$ cat config.mk
export PLATFORM = sky130hd
export DESIGN_NAME = mem_arbiter_flat
export DESIGN_NICKNAME = d
export VERILOG_FILES = /design/src/rtl/mem_arbiter_if.sv /design/src/rtl/mem_arbiter.sv /design/src/flat_wrapper.sv
export SDC_FILE = /design/constraint.sdc
export NUM_CORES = 1
export LEC_CHECK = 0
export ABC_AREA = 0
export CAP_MARGIN = 15
export CORE_AREA = 2 2 103 105
export CTS_BUF_LIST = sky130_fd_sc_hd__clkbuf_4
export CTS_CLUSTER_DIAMETER = 80
export DETAILED_ROUTE_END_ITERATION = 8
export DIE_AREA = 0 0 105 107
export HOLD_SLACK_MARGIN = 0.08
export PLACE_DENSITY = 0.64
export SLEW_MARGIN = 20
export SYNTH_ARGS = -nofsm -noshare
export SYNTH_HDL_FRONTEND = slang
export SYNTH_SLANG_ARGS = --single-unit
$ cat constraint.sdc
create_clock -name clk -period 1.6 [get_ports clk]
set_input_delay 0.32 -clock clk [delete_from_list [all_inputs] [get_ports clk]]
set_output_delay 0.32 -clock clk [all_outputs]
set_load 0.005 [all_outputs]
$ cat src/rtl/mem_arbiter_if.sv
// mem_arbiter_if
//   Bundles the three request/response channels around the unified-memory
//   arbiter: instruction fetch (i_*), data load/store (d_*) and the
//   single-port memory (m_*).
//
//   Modports:
//     slave  - the arbiter: takes fetch/data requests and memory read data,
//              drives grants, read responses and the memory command.
//     master - the surrounding core/memory: drives requests and m_rdata,
//              observes grants, responses and the memory command.
interface mem_arbiter_if #(
    parameter int Width     = 32,
    parameter int AddrWidth = 32
);
    // fetch channel
    logic                 i_req;
    logic [AddrWidth-1:0] i_addr;
    logic                 i_gnt;
    logic                 i_rvalid;
    logic [Width-1:0]     i_rdata;

    // data channel
    logic                 d_req;
    logic                 d_we;
    logic [AddrWidth-1:0] d_addr;
    logic [Width-1:0]     d_wdata;
    logic                 d_gnt;
    logic                 d_rvalid;
    logic [Width-1:0]     d_rdata;

    // unified memory port
    logic                 m_en;
    logic                 m_we;
    logic [AddrWidth-1:0] m_addr;
    logic [Width-1:0]     m_wdata;
    logic [Width-1:0]     m_rdata;

    modport slave (
        input  i_req, i_addr,
        output i_gnt, i_rvalid, i_rdata,
        input  d_req, d_we, d_addr, d_wdata,
        output d_gnt, d_rvalid, d_rdata,
        output m_en, m_we, m_addr, m_wdata,
        input  m_rdata
    );

    modport master (
        output i_req, i_addr,
        input  i_gnt, i_rvalid, i_rdata,
        output d_req, d_we, d_addr, d_wdata,
        input  d_gnt, d_rvalid, d_rdata,
        input  m_en, m_we, m_addr, m_wdata,
        output m_rdata
    );
endinterface

$ cat src/rtl/mem_arbiter.sv
// mem_arbiter
//   Shares one single-port memory between an instruction-fetch port and a
//   data port. At most one access is issued per cycle. Data normally wins,
//   but once fetch has been denied MAX_WAIT cycles in a row it is granted
//   ahead of data so the front end cannot starve. Reads return one cycle
//   after the grant; a new grant may be issued in the same cycle a response
//   is returned, giving one access per cycle throughput.
//
//   Ports:
//     clk    - system clock, rising edge
//     reset  - asynchronous active-low reset, released synchronously
//     bus    - mem_arbiter_if.slave: fetch, data and memory channels
//
//   Response FSM
//     state | meaning
//     IDLE  | no read response due this cycle
//     IRESP | fetch read returning: i_rvalid, i_rdata = m_rdata
//     DRESP | data read returning:  d_rvalid, d_rdata = m_rdata
module mem_arbiter #(
    parameter int Width     = 32,
    parameter int AddrWidth = 32,
    parameter int MAX_WAIT  = 4
) (
    input  logic          clk,
    input  logic          reset,
    mem_arbiter_if.slave  bus
);

    typedef enum logic [1:0] {
        IDLE  = 2'd0,
        IRESP = 2'd1,
        DRESP = 2'd2
    } respState_t;

    localparam logic [3:0] MaxWaitCnt = 4'(MAX_WAIT);

    respState_t       state;
    logic [3:0]       waitCnt;

    logic             dataWins;
    logic             iGnt;
    logic             dGnt;

    // Grants are combinational so a request can be served in the cycle it
    // appears; they are forced low while reset is held.
    always_comb begin
        dataWins = bus.d_req && (!bus.i_req || (waitCnt < MaxWaitCnt));
        dGnt     = reset && dataWins;
        iGnt     = reset && bus.i_req && !dataWins;
    end

    always_comb begin
        bus.i_gnt   = iGnt;
        bus.d_gnt   = dGnt;
        bus.m_en    = iGnt || dGnt;
        bus.m_we    = dGnt && bus.d_we;
        bus.m_addr  = '0;
        bus.m_wdata = '0;
        if (dGnt) begin
            bus.m_addr  = bus.d_addr;
            bus.m_wdata = bus.d_wdata;
        end else if (iGnt) begin
            bus.m_addr  = bus.i_addr;
        end
    end

    // Read data passes straight from memory; it is zeroed outside the
    // response cycle so the consumers never see stale or foreign data.
    always_comb begin
        bus.i_rvalid = (state == IRESP);
        bus.d_rvalid = (state == DRESP);
        bus.i_rdata  = bus.i_rvalid ? bus.m_rdata : '0;
        bus.d_rdata  = bus.d_rvalid ? bus.m_rdata : '0;
    end

    always_ff @(posedge clk or negedge reset) begin
        if (!reset) begin
            state   <= IDLE;
            waitCnt <= '0;
        end else begin
            if (iGnt) begin
                state <= IRESP;
            end else if (dGnt && !bus.d_we) begin
                state <= DRESP;
            end else begin
                state <= IDLE;
            end

            // Counts consecutive denied fetch cycles; a dropped or granted
            // fetch request restarts the count.
            if (bus.i_req && !iGnt) begin
                if (waitCnt < MaxWaitCnt) begin
                    waitCnt <= waitCnt + 4'd1;
                end
            end else begin
                waitCnt <= '0;
            end
        end
    end

endmodule

$ cat src/flat_wrapper.sv
// flat-port wrapper written by rule: the top's interface ports become plain ports
module mem_arbiter_flat 
#(
    parameter int Width     = 32,
    parameter int AddrWidth = 32,
    parameter int MAX_WAIT  = 4
)
  (clk, reset, bus_i_req, bus_i_addr, bus_i_gnt, bus_i_rvalid, bus_i_rdata, bus_d_req, bus_d_we, bus_d_addr, bus_d_wdata, bus_d_gnt, bus_d_rvalid, bus_d_rdata, bus_m_en, bus_m_we, bus_m_addr, bus_m_wdata, bus_m_rdata);
  mem_arbiter_if #(.Width(Width), .AddrWidth(AddrWidth)) bus_i ();
  input  logic clk;
  input  logic reset;
  input wire logic [$bits(bus_i.i_req)-1:0] bus_i_req;
  input wire logic [$bits(bus_i.i_addr)-1:0] bus_i_addr;
  output wire logic [$bits(bus_i.i_gnt)-1:0] bus_i_gnt;
  output wire logic [$bits(bus_i.i_rvalid)-1:0] bus_i_rvalid;
  output wire logic [$bits(bus_i.i_rdata)-1:0] bus_i_rdata;
  input wire logic [$bits(bus_i.d_req)-1:0] bus_d_req;
  input wire logic [$bits(bus_i.d_we)-1:0] bus_d_we;
  input wire logic [$bits(bus_i.d_addr)-1:0] bus_d_addr;
  input wire logic [$bits(bus_i.d_wdata)-1:0] bus_d_wdata;
  output wire logic [$bits(bus_i.d_gnt)-1:0] bus_d_gnt;
  output wire logic [$bits(bus_i.d_rvalid)-1:0] bus_d_rvalid;
  output wire logic [$bits(bus_i.d_rdata)-1:0] bus_d_rdata;
  output wire logic [$bits(bus_i.m_en)-1:0] bus_m_en;
  output wire logic [$bits(bus_i.m_we)-1:0] bus_m_we;
  output wire logic [$bits(bus_i.m_addr)-1:0] bus_m_addr;
  output wire logic [$bits(bus_i.m_wdata)-1:0] bus_m_wdata;
  input wire logic [$bits(bus_i.m_rdata)-1:0] bus_m_rdata;
  assign bus_i.i_req = bus_i_req;
  assign bus_i.i_addr = bus_i_addr;
  assign bus_i_gnt = bus_i.i_gnt;
  assign bus_i_rvalid = bus_i.i_rvalid;
  assign bus_i_rdata = bus_i.i_rdata;
  assign bus_i.d_req = bus_d_req;
  assign bus_i.d_we = bus_d_we;
  assign bus_i.d_addr = bus_d_addr;
  assign bus_i.d_wdata = bus_d_wdata;
  assign bus_d_gnt = bus_i.d_gnt;
  assign bus_d_rvalid = bus_i.d_rvalid;
  assign bus_d_rdata = bus_i.d_rdata;
  assign bus_m_en = bus_i.m_en;
  assign bus_m_we = bus_i.m_we;
  assign bus_m_addr = bus_i.m_addr;
  assign bus_m_wdata = bus_i.m_wdata;
  assign bus_i.m_rdata = bus_m_rdata;
  mem_arbiter #(.Width(Width), .AddrWidth(AddrWidth), .MAX_WAIT(MAX_WAIT)) u_core (.clk(clk), .reset(reset), .bus(bus_i));
endmodule
# == Word-level counts from Yosys, hierarchy flattened ==
# Index checks and enable logic that the tools add are counted.
# totals
regBits,6
latchBits,0
ram_bits,0
romBits,0
inputBits,133
output_inout_bits,134
wordCells,29
n_memories,0
# classes
addsub,1
mul,0
div_mod_pow,0
magnitude_cmp,1
eq_ne,3
shift,0
mux,9
n_bitwise,0
n_reduce_logical,13
# ops
operator,n
32-bit two-way mux,5
4-bit two-way mux,2
1-bit logical AND,7
4-bit by 1-bit adder with 4-bit output (second input constant),1
1-bit logical NOT,4
4-bit by 3-bit < comparator with 1-bit output (second input constant),1
2-bit two-way mux,2
2-bit by 1-bit == test with 1-bit output (second input constant),1
2-bit == test (second input constant),1
1-bit logical OR,2
2-bit != test (second input constant),1

# == Depth between registers and ports, before layout ==
# depth
depth_word,8
mapped_depth,5
ltp_nobuf,3

# == Worst setup path before layout ==
# Ideal clock, no wire load.
# synth_timing
path_kind,flip-flop to output port
start,register u_core.waitCnt[3]
end,output bus_m_addr[10]
t_arrival_ns,1.155
setup_slack_ns,0.125
path_stages_with_launch,6
n_path_buf,2
cell_sequence,dfrtp_1 nor2_4 o211a_4 buf_6 buf_6 a22o_1
# synth_between
elab_chain_cells,7
word_cells_on_any_way,8
cone_classes,order compare: 1; mux: 2; reduce/logical: 5
# synth_rtl
element,line,source
"start, declared",mem_arbiter.sv:38,logic [3:0] waitCnt;
"start signal, assigned",mem_arbiter.sv:93,waitCnt <= waitCnt + 4'd1;
4-bit by 3-bit < comparator with 1-bit output *,mem_arbiter.sv:47,dataWins = bus.d_req && (!bus.i_req || (waitCnt < MaxWaitCnt));
1-bit logical OR *,mem_arbiter.sv:47,
1-bit logical AND *,mem_arbiter.sv:47,
1-bit logical NOT,mem_arbiter.sv:49,iGnt = reset && bus.i_req && !dataWins;
1-bit logical AND,mem_arbiter.sv:49,
32-bit two-way mux,mem_arbiter.sv:62,end else if (iGnt) begin
32-bit two-way mux *,mem_arbiter.sv:59,if (dGnt) begin
"end, declared",flat_wrapper.sv:26,output wire logic [$bits(bus_i.m_addr)-1:0] bus_m_addr;
# Every way passes the cells marked *; elsewhere a longest branch is shown, timed or not.

# == Worst setup path after layout ==
# layout_timing
start,register u_core.waitCnt[3]
end,output bus_m_addr[20]
# Same word-level chain as after synthesis.

==> results.yml <==
status:
  status: "finished, violations left"
  violations: "negative setup slack"
placement:
  port_buffers: 266
  dpl_worst_slack_ns: -0.892
  placed_cells: 576
  dpl_cell_area_um2: 4180
  gp_congestion: 0.770
  hpwl_um: 7180
yosys:
  yosysSeqAreaShare_pct: 11.5
  yosysUniqueCellTypes: 24
  synthTopCellsByCount: "and2_1, a22o_1, clkbuf_1"
  ys_seq_elements: 6
  synthCells: 174
  synth_area_um2: 1310
  synth-edff-count: 0
  async_flop_share_pct: 100
  synth.area.top_cells: "and2_1, a22o_1, dfrtp_1"
  yosysMostFrequentCell: "and2_1"
  synthSimpleGateAreaFrac_pct: 53.3
  yosysWarnings: 0
  synth-compound-area-share_pct: 25.9
  syn_area_per_cell_um2: 7.52
  syn-num-nets: 308
  synth_top_area_share_pct: 46.4
  synth_xor_area_share_pct: 0
  synth_top_area_cell: "and2_1"
  synthAdderAreaFrac_pct: 0.956
  synth_top_family_by_area: "simple AND/OR/NAND/NOR gates"
  muxShareOfSynthArea_pct: 0
  ys.flop_type: "dfrtp_1"
layout:
  fin_area_um2: 5380
  fillers: 934
  syn2layout_area_growth_pct: 311
  drive_gt1_share_pct: 63.5
  fin_cells: 659
  antennaDiodeCount: 0
  final_nets: 659
  final_util_pct: 53.3
timing:
  final-setup-viol-count: 122
  hold_violations: 0
  period_share_pct: 125
  max_slew.worst_pin.slew_ns: 0.169
  setup_tns_ns: -26.27
  slew_viol_final: 0
  setup_ws_ns: -0.399
  worst_clock_skew_ns: 0.000146
  whs_ns: 0.273
  fin_crit_ns: 2.00
  rsz0062_at_grt: "true"
  slew_headroom_pct: 88.7
  clock.fmax_mhz: 500
setup_path:
  r2r_end: "u_core.waitCnt[2]$_DFFE_PN0P_"
  worst_path_max_delay_cell: "dfrtp_1"
  end_kind: "output port"
  arrival_ns: 1.68
  critPathLaunch: "u_core.waitCnt[3]$_DFFE_PN0P_"
  cp-start-kind: "flop"
  reg2reg_slack_ns: 0.10
  path_cells: "nor2_4 -> buf_6 -> a21oi_4 -> buf_12 -> buf_16 -> buf_6 -> a22o_1 -> buf_2"
  critical_path_class: "flop to output port"
  worstPathRequired_ns: 1.28
  worstReg2RegStart: "u_core.waitCnt[3]$_DFFE_PN0P_"
  crit_top_cell: "buf_6"
  cp_max_fo: 7
  cpPeakStageDelay_ns: 0.40
  timing.reg2reg.worst_path_depth: 8
detailed_routing:
  ant_nets: 0
  avgViaCountPerCell: 4.12
  post-route-drc-count: 0
  firstDrtPassIters: 4
  vias: 2713
  drtIter0Drc: 52
  wl_per_cell_um: 16.8
  drt-total-wl_um: 11100
die:
  die_area_um2: 11200
  start_util_pct: 13.0
  rows: 37
  design.core.area_um2: 10100
  die_w_um: 105
  num_io_pins: 267
  die_y_um: 107
global_route:
  met2_usage_pct: 33.8
  overflow: 0
  track_usage_pct: 16.0
  grt.busiest_layer: "met2"
  gr-usage-met3_pct: 5.65
  grt_start_max_net_pins: 34
  antenna_found_initial: 0
  grt_pass1_vias: 2713
  grt_pass1_wl_um: 14200
  use_met1_pct: 14.7
clock_network:
  clock_latency_ns: 0.23
  clk_pin_slew_ns: 0.04
  htree_levels: 1
  clock_path_buffers: 2
  cts_tree: "built"
  cts_root_buf: "clkbuf_4"
  cts.sinks: 6
  hold_buffers: 0
  cts_made_buffers: 3
job:
  maxCapViolCount: 0
hold_path:
  min_path_type: "input pin to asynchronous set/reset pin"
power_and_ir_drop:
  p_leak_nw: 2.63
  peakVddDrop_mv: 0.117
  pwr_density_cell_nw_per_um2: 274
  total_power_mw: 1.47
## worst max-delay path by stage
stage	endpoint	depth (start not counted)
2_1_floorplan	bus_m_addr[10]	5
3_3_place_gp	bus_m_addr[6]	6
3_5_place_dp	bus_m_addr[6]	6
4_1_cts	bus_m_wdata[14]	5
5_1_grt	bus_m_addr[20]	8
6_report	bus_m_addr[20]	8
## worst max-delay path: cells and delay by family (launching register included)
kind | cells | cell delay (ns)
buffers and inverters | 5 | 0.62
DFF | 1 | 0.40
AOI/OAI and AO/OA | 2 | 0.25
and+or+nand+nor | 1 | 0.16
## per-layer routing
| metal | vias to the layer above | share of wire (%) |
|---|---|---|
| li1 | 1291 | - |
| met1 | 1262 | 35 |
| met2 | 158 | 57 |
| met3 | 2 | 8.1 |
| met4 | 0 | 0.31 |
| met5 | - | 0 |
## state kept, by name (all words and copies together), names as in the netlist
register	count
u_core.state	2
u_core.waitCnt	4
## timing repair
item                                    in CTS  in global routing
endpoints found under the setup margin     134                134
buffers inserted                            48                 37
pin swaps                                   33                 69
gates cloned                                12                  4
gates resized for setup                    513                283
## cells in the final DEF (no fill, tap or decap), types with 3 or more instances in the layout
cell type          n
a22o_1            29
and2_1             9
and2_4            88
buf_4             15
buf_6            160
clkbuf_4           3
clkdlybuf4s50_1  129
a22o_4             3
buf_12             4
dfrtp_1            6
buf_2             38
clkbuf_2           4
buf_16             3
## power by group
group	internal, mW	switching, mW	leakage (nW)
Sequential	0.161	0.00660	0.0807
Combinational	0.820	0.354	2.54
Clock	0.0842	0.0448	0.0138
Total	1.07	0.406	2.63
## cell type report
type                    count  area, um^2  share of cell area (%)
clock buffers               3        22.5                   0.419
inverters                   2        7.51                   0.140
multi-input cells         150        1320                    24.5
flip-flops and latches      6         150                    2.79
well taps                 136         170                    3.17
repair buffers            362        3710                    69.0
## cell families (layout without fill, tap and decap cells)
logic type               count (synthesis)  count (layout)
AO/OA/AOI/OAI                           38              38
adder cells (fa/ha/maj)                  1               1
buffers and inverters                   18             367
flip-flops                               6               6
AND/OR/NAND/NOR                        111             111
No activity file was read; power rests on OpenSTA's default activity.
